==> src/rtl/conv_input_feeder.sv <==
// FIFO-backed stream transmitter feeding the x-input of a conv block, one frame of NUM_VALS samples per start.
// Optional CONV_FEEDER_THROTTLE_EN gates new valids with a 16-bit LFSR for back-pressure testing.
module conv_input_feeder #(
  parameter int T        = 20,
  parameter int DEPTH    = 16,
  parameter int NUM_VALS = 10000
) (
  input  logic                     clk,
  input  logic                     reset,
  input  logic [T-1:0]             ld_data,
  input  logic                     ld_valid,
  output logic                     ld_ready,
  input  logic                     start,
  output logic                     done,
  output logic [T-1:0]             m_data_out_x,
  output logic                     m_valid_x,
  input  logic                     m_ready_x,
  output logic [$clog2(DEPTH):0]   fill_level,
  output logic [31:0]              sent_count
);
  localparam int AW = $clog2(DEPTH);
  localparam int CW = AW + 1;

  typedef enum logic [1:0] {IDLE, STREAM, DONE} state_t;

  state_t          state_q, state_d;
  logic [AW-1:0]   wr_ptr_q, wr_ptr_d;
  logic [AW-1:0]   rd_ptr_q, rd_ptr_d;
  logic [CW-1:0]   count_q, count_d;
  logic [31:0]     sent_q, sent_d;
  logic            hold_q, hold_d;
  logic [T-1:0]    mem [DEPTH];

  logic            push;
  logic            pop;
  logic            may_assert;

`ifdef CONV_FEEDER_THROTTLE_EN
  logic [15:0]     lfsr_q, lfsr_d;

  always_comb begin
    lfsr_d = {lfsr_q[14:0], lfsr_q[15] ^ lfsr_q[13] ^ lfsr_q[12] ^ lfsr_q[10]};
  end

  always_ff @(posedge clk) begin
    if (reset) lfsr_q <= 16'hACE1;
    else       lfsr_q <= lfsr_d;
  end

  assign may_assert = lfsr_q[0];
`else
  assign may_assert = 1'b1;
`endif

  // Valid depends only on registered state; hold_q keeps an offered sample up until it is taken.
  assign ld_ready     = (count_q != CW'(DEPTH));
  assign push         = ld_valid && ld_ready;
  assign m_valid_x    = (state_q == STREAM) && (count_q != '0) && (hold_q || may_assert);
  assign pop          = m_valid_x && m_ready_x;
  assign m_data_out_x = m_valid_x ? mem[rd_ptr_q] : '0;
  assign done         = (state_q == DONE);
  assign fill_level   = count_q;
  assign sent_count   = sent_q;

  always_comb begin
    state_d  = state_q;
    wr_ptr_d = wr_ptr_q;
    rd_ptr_d = rd_ptr_q;
    count_d  = count_q;
    sent_d   = sent_q;
    hold_d   = m_valid_x && !m_ready_x;

    if (push) wr_ptr_d = wr_ptr_q + AW'(1);
    if (pop) begin
      rd_ptr_d = rd_ptr_q + AW'(1);
      sent_d   = sent_q + 32'd1;
    end

    case ({push, pop})
      2'b10:   count_d = count_q + CW'(1);
      2'b01:   count_d = count_q - CW'(1);
      default: count_d = count_q;
    endcase

    case (state_q)
      IDLE: begin
        if (start) begin
          state_d = STREAM;
          sent_d  = '0;
        end
      end
      STREAM: begin
        if (pop && (sent_q == 32'(NUM_VALS - 1))) state_d = DONE;
      end
      DONE: begin
        if (start) begin
          state_d = STREAM;
          sent_d  = '0;
        end
      end
      default: state_d = IDLE;
    endcase
  end

  always_ff @(posedge clk) begin
    if (reset) begin
      state_q  <= IDLE;
      wr_ptr_q <= '0;
      rd_ptr_q <= '0;
      count_q  <= '0;
      sent_q   <= '0;
      hold_q   <= 1'b0;
    end else begin
      state_q  <= state_d;
      wr_ptr_q <= wr_ptr_d;
      rd_ptr_q <= rd_ptr_d;
      count_q  <= count_d;
      sent_q   <= sent_d;
      hold_q   <= hold_d;
    end
  end

  // Storage array has no reset; the pointers alone define what is live.
  always_ff @(posedge clk) begin
    if (push) mem[wr_ptr_q] <= ld_data;
  end
endmodule
==> config.mk <==
export PLATFORM = sky130hd
export DESIGN_NAME = conv_input_feeder
export DESIGN_NICKNAME = d
export VERILOG_FILES = /design/src/rtl/conv_input_feeder.sv
export SDC_FILE = /design/constraint.sdc
export NUM_CORES = 1
export LEC_CHECK = 0
export CAP_MARGIN = 20
export CORE_MARGIN = 2
export CORE_UTILIZATION = 64
export DETAILED_ROUTE_END_ITERATION = 8
export HOLD_SLACK_MARGIN = 0.06
export MAX_ROUTING_LAYER = met4
export PLACE_DENSITY = 0.85
export SLEW_MARGIN = 10
export SYNTH_ARGS = -nofsm -noshare
export SYNTH_HDL_FRONTEND = slang
export SYNTH_SLANG_ARGS = --single-unit
==> constraint.sdc <==
create_clock -name clk -period 6.8 [get_ports clk]
set_input_delay 2.04 -clock clk [delete_from_list [all_inputs] [get_ports clk]]
set_output_delay 2.04 -clock clk [all_outputs]
set_load 0.02 [all_outputs]
After elaboration in Yosys (flattened, before gate mapping)
Memories as Yosys holds them, arrays and structs flattened. A register that Yosys moved wholly into a read port is not among the register bits.
Cells that the tools add are included.
{"block": "word_totals", "regBits": 47, "wordCells": 40, "input_bits": 25, "out_inout_bits": 60, "ramBits": 320, "n_memories": 1}
{"name": "mem", "words": 16, "word_bits": 20, "read_ports": 1, "rd_clocked_by_memory_dff": 1, "wr": 1, "line_no": "32", "source": "logic [T-1:0] mem [DEPTH];"}
{"block": "classes", "n_addsub": 5, "mux": 12, "n_reduce_logical": 9, "n_eq_ne": 8}
{"operator": "$mux 32", "n": 3}
{"operator": "$add 32x1->32 const B", "n": 1}
{"operator": "$eq 32x14->1 const B", "n": 1}
{"operator": "$mux 20", "n": 1}
{"operator": "$pmux 5 s2", "n": 1}
{"operator": "$add 4x1->4 const B", "n": 2}
{"operator": "$mux 4", "n": 2}
{"operator": "$add 5x1->5 const B", "n": 1}
{"operator": "$ne 5x5->1 const B", "n": 1}
{"operator": "$reduce_bool 5->1", "n": 1}
{"operator": "$sub 5x1->5 const B", "n": 1}
{"operator": "$eq 2x1->1 const B", "n": 2}
{"operator": "$eq 2x2->1 const B", "n": 2}
{"operator": "$logic_and 1x1->1", "n": 4}
{"operator": "$mux 2", "n": 2}
{"operator": "$ne 2x1->1 const B", "n": 2}
{"operator": "$pmux 2 s2", "n": 1}
{"operator": "$logic_not 2->1", "n": 1}
{"operator": "$mux 1", "n": 2}
{"operator": "$reduce_and 2->1", "n": 1}
{"operator": "$reduce_bool 2->1", "n": 1}
{"operator": "$reduce_or 2->1", "n": 1}

Longest topological paths before layout
{"block": "logic_depth", "depth_word": 6, "mapped_depth": 14, "depth_no_buf": 10}

Worst setup path after synthesis
Ideal clock, no wire load.
{"block": "synth_timing", "kind": "input -> register", "start": "input ld_valid", "end": "memory mem[0][0], enable pin", "path_buffers": 0, "arrival_time_ns": 3.994, "slack_ns": 2.384, "path_stages": 3, "t_required_ns": 6.378, "setup_ns": 0.422, "path_cell_list": "a21boi_1 -> nand2_1 -> nor3_1"}
{"block": "synth_between", "elab_chain_cells": 3}
{"item": "start: declaration", "line_no": "11", "source": "input logic ld_valid,"}
{"item": "$logic_and 1x1->1", "line_no": "57", "source": "assign push = ld_valid && ld_ready;"}
{"item": "$mux 1", "line_no": "125", "source": "if (push) mem[wr_ptr_q] <= ld_data;"}
{"item": "$mux 1 (not written as such)", "line_no": "125"}
{"item": "end: declaration", "line_no": "32"}
No other way between the ends.

==> results.txt <==
CTS Hold Bufs: 0
Cells after Synth: 848
Fmax: 0.1819 GHz
CP Cell Sequence: buf_4 -> mux4_2 -> nor2b_1 -> a211oi_1 -> nor3_1 -> clkdlybuf4s50_1
Critical Path Slowest Stage Cell: dfxtp_4
Cell Area, Placed: 0.01609 mm²
Cell accounting for the most synthesized area: edfxtp_1
Largest net degree at the start of global routing: 42
Reg2reg setup slack: 3.09 ns
Worst r2r dst: fill_level[4]
Final cycle utilization of the critical path: 80.86%
CP required: 4.76 ns
Critical path class: reg2out
WP data arrival: 3.46 ns
Final ANT Viol Nets: 0
Worst hold start: sent_count[29]
Top-count cell post-synth: edfxtp_1
Ratio of cells with drive above 1 in the final layout: 19.28%
Placed cell count: 1189
Fill cells: 1250
Leak: 5.366 nW
Clk slew on worst S/H paths: 0.06 ns
Final Max Slew Viols: 0
VDD IR max: 0.0002799 V
Initial DRT Pass Iterations: 5
RSZ-0062 raised after global routing: no
Setup tns final: 0 ns
DIE AREA: 0.02443 mm²
Avg WL per Cell: 27.17 µm
CTS root buf: clkbuf_16
# clock sinks: 371
Commonest register cell after synthesis: edfxtp_1
Post-synth EDFFs: 320
Max-slew headroom: 24.16%
CTS Buffer Depth: 3
Top-area cell type share of the netlist area: 64.73%
R2r startpoint: fill_level[0]
Syn. warnings: 0
Worst-Margin Slew: 1.135 ns
CP max FO: 38
Row cnt: 55
Chip Height: 156.3 µm
DRC: 0
Post-DP HPWL: 18770 µm
Hold endpoint: sent_count[29]
HP Class: reg2reg
Initial antenna violation count: 0
Post-Layout Cell Count: 1255
Core Util, Final: 76.17%
Status: finished clean
Grt total ovfl: 0
Initial Utilization: 65.37%
Final Hold Viols: 0
Final Net Count: 977
Area of the core: 0.02271 mm²
Clk Latency, worst-skew pair: 0.52 ns
CTS resizes: 0
Fin crit period: 5.498 ns
Top post-synthesis cells by area: edfxtp_1, mux4_2, dfxtp_1
GRT Total Usage: 29.78%
Setup violators final: 0
Vias in the first global route: 8871
Iter 0 DRT Violations: 924
Vias per inst: 6.929
Layout area overhead: 16.51%
N_diodes: 0
Htree depth: 2
Power density cells: 281.5 mW/mm²
Syn avg cell area: 17.51 µm²
Worst stage delay on the critical path: 0.88 ns
Routability Congestion: 0.8600
Critical Path Sink Type: output pin
CP startpoint kind: flop
Post-synth top cells: edfxtp_1, mux4_2, dfxtp_1
Final wirelength: 34100 µm
Post-synthesis sequential area ratio: 71.61%
PortBufs: 84
Syn Nets: 882
Maxcap violations: 0
Synth async-reset ratio: 0%
CTS tree: yes
Worst R2R Path Depth: 10
Synth Cell Area: 0.01485 mm²
Total power: 4.869 mW
Post-CTS Setup Repair Bufs: 0
Die width: 156.3 µm
Hold path depth: 2
Post-Route Skew: 0.01526 ns
I/O pins: 85
Via count: 8696
Synth Register Bits: 371
Layout Cell Area excl Fill: 0.01730 mm²
First-pass GRT wire length: 51920 µm
Post-synth cell types: 53
Total CTS buffers: 37
state kept, by name, indices dropped and copies added (netlist names), named ones only:
signal,flops
fill_level,5
mem,320
rd_ptr_q,4
sent_count,32
state_q,2
wr_ptr_q,4
metal layers:
layer	wire (µm)	GRT usage [%]	part of all wire, %	up-vias
met5	0	-	0	-
met4	1213	10.92	3.6	0
met3	3119	5.622	9.1	98
met2	17290	48.60	51	507
met1	12470	38.02	37	4434
li1	-	-	-	3657
stage by stage:
step                      setup WS, ns  hold WS [ns]
after floorplan                  2.384        0.4591
after detailed placement         1.801        0.5070
final                            1.302        0.5154
after global placement           1.854        0.4775
after global routing             1.107        0.5520
after CTS                        1.232        0.5157
critical path: cells and delay by family (launching register included):
kind | cells | cell delay (ns)
compound gates | 1 | 0.29
simple gates | 2 | 0.26
flops | 1 | 0.88
buf+inv | 2 | 0.95
mux | 1 | 0.52
power breakdown:
group | switching (mW) | total, mW | internal, mW
registers | 0.0322 | 2.54 | 2.51
logic | 0.179 | 0.323 | 0.144
clock network | 0.824 | 2.01 | 1.18
total | 1.04 | 4.87 | 3.83
cell families (layout without fill, tap and decap cells):
| family | Yosys count | in the layout | synth area share [%] |
|---|---|---|---|
| flip-flops | 371 | 371 | 71.61 |
| adder cells (fa/ha/maj) | 9 | 9 | 0.7585 |
| buffers and inverters | 64 | 186 | 1.820 |
| XOR/XNOR | 14 | 14 | 0.8260 |
| AND/OR/NAND/NOR | 189 | 189 | 7.189 |
| multiplexers | 89 | 89 | 12.76 |
| AO/OA/AOI/OAI | 112 | 112 | 5.040 |
layout by cell type, fill, tap and decap left out, types with 4 or more instances in the layout:
| cell type | count |
|---|---|
| a211oi_1 | 22 |
| a21oi_1 | 24 |
| and3_1 | 4 |
| and4_1 | 6 |
| buf_4 | 22 |
| clkbuf_1 | 6 |
| clkbuf_16 | 39 |
| clkdlybuf4s50_1 | 84 |
| clkinv_1 | 7 |
| clkinv_2 | 4 |
| dfxtp_1 | 48 |
| edfxtp_1 | 320 |
| ha_1 | 9 |
| inv_1 | 11 |
| mux2i_1 | 7 |
| mux4_2 | 80 |
| nand2_1 | 18 |
| nand2b_1 | 4 |
| nand3_1 | 10 |
| nand4_1 | 11 |
| nor2_1 | 23 |
| nor2_2 | 12 |
| nor2b_1 | 24 |
| nor3_1 | 23 |
| nor3_2 | 4 |
| nor4_1 | 6 |
| o2111ai_1 | 5 |
| o21ai_0 | 8 |
| o22ai_1 | 21 |
| o31ai_1 | 14 |
| or3_1 | 13 |
| or4_1 | 17 |
| xor2_1 | 11 |
layout make-up:
| cell class | instances | area [µm²] | area share (%) |
|---|---|---|---|
| Sequential cell | 371 | 10640 | 61.49 |
| Timing Repair Buffer | 109 | 1061 | 6.134 |
| Inverter | 11 | 41.29 | 0.2387 |
| Multi-Input combinational cell | 413 | 3999 | 23.12 |
| Clock buffer | 47 | 1026 | 5.932 |
| Tap cell | 285 | 356.6 | 2.062 |
| Clock inverter | 19 | 176.4 | 1.020 |
worst max path at each step:
stage	from	to	slack [ns]
finish	flop	m_data_out_x[10]	1.30
global route	flop	m_data_out_x[0]	1.11
CTS	flop	m_data_out_x[3]	1.23
detailed placement	flop	m_data_out_x[10]	1.80
global placement	flop	m_data_out_x[10]	1.85
floorplan	ld_valid	mem[0][0]	2.38
Power figures use the tool's default switching activity.
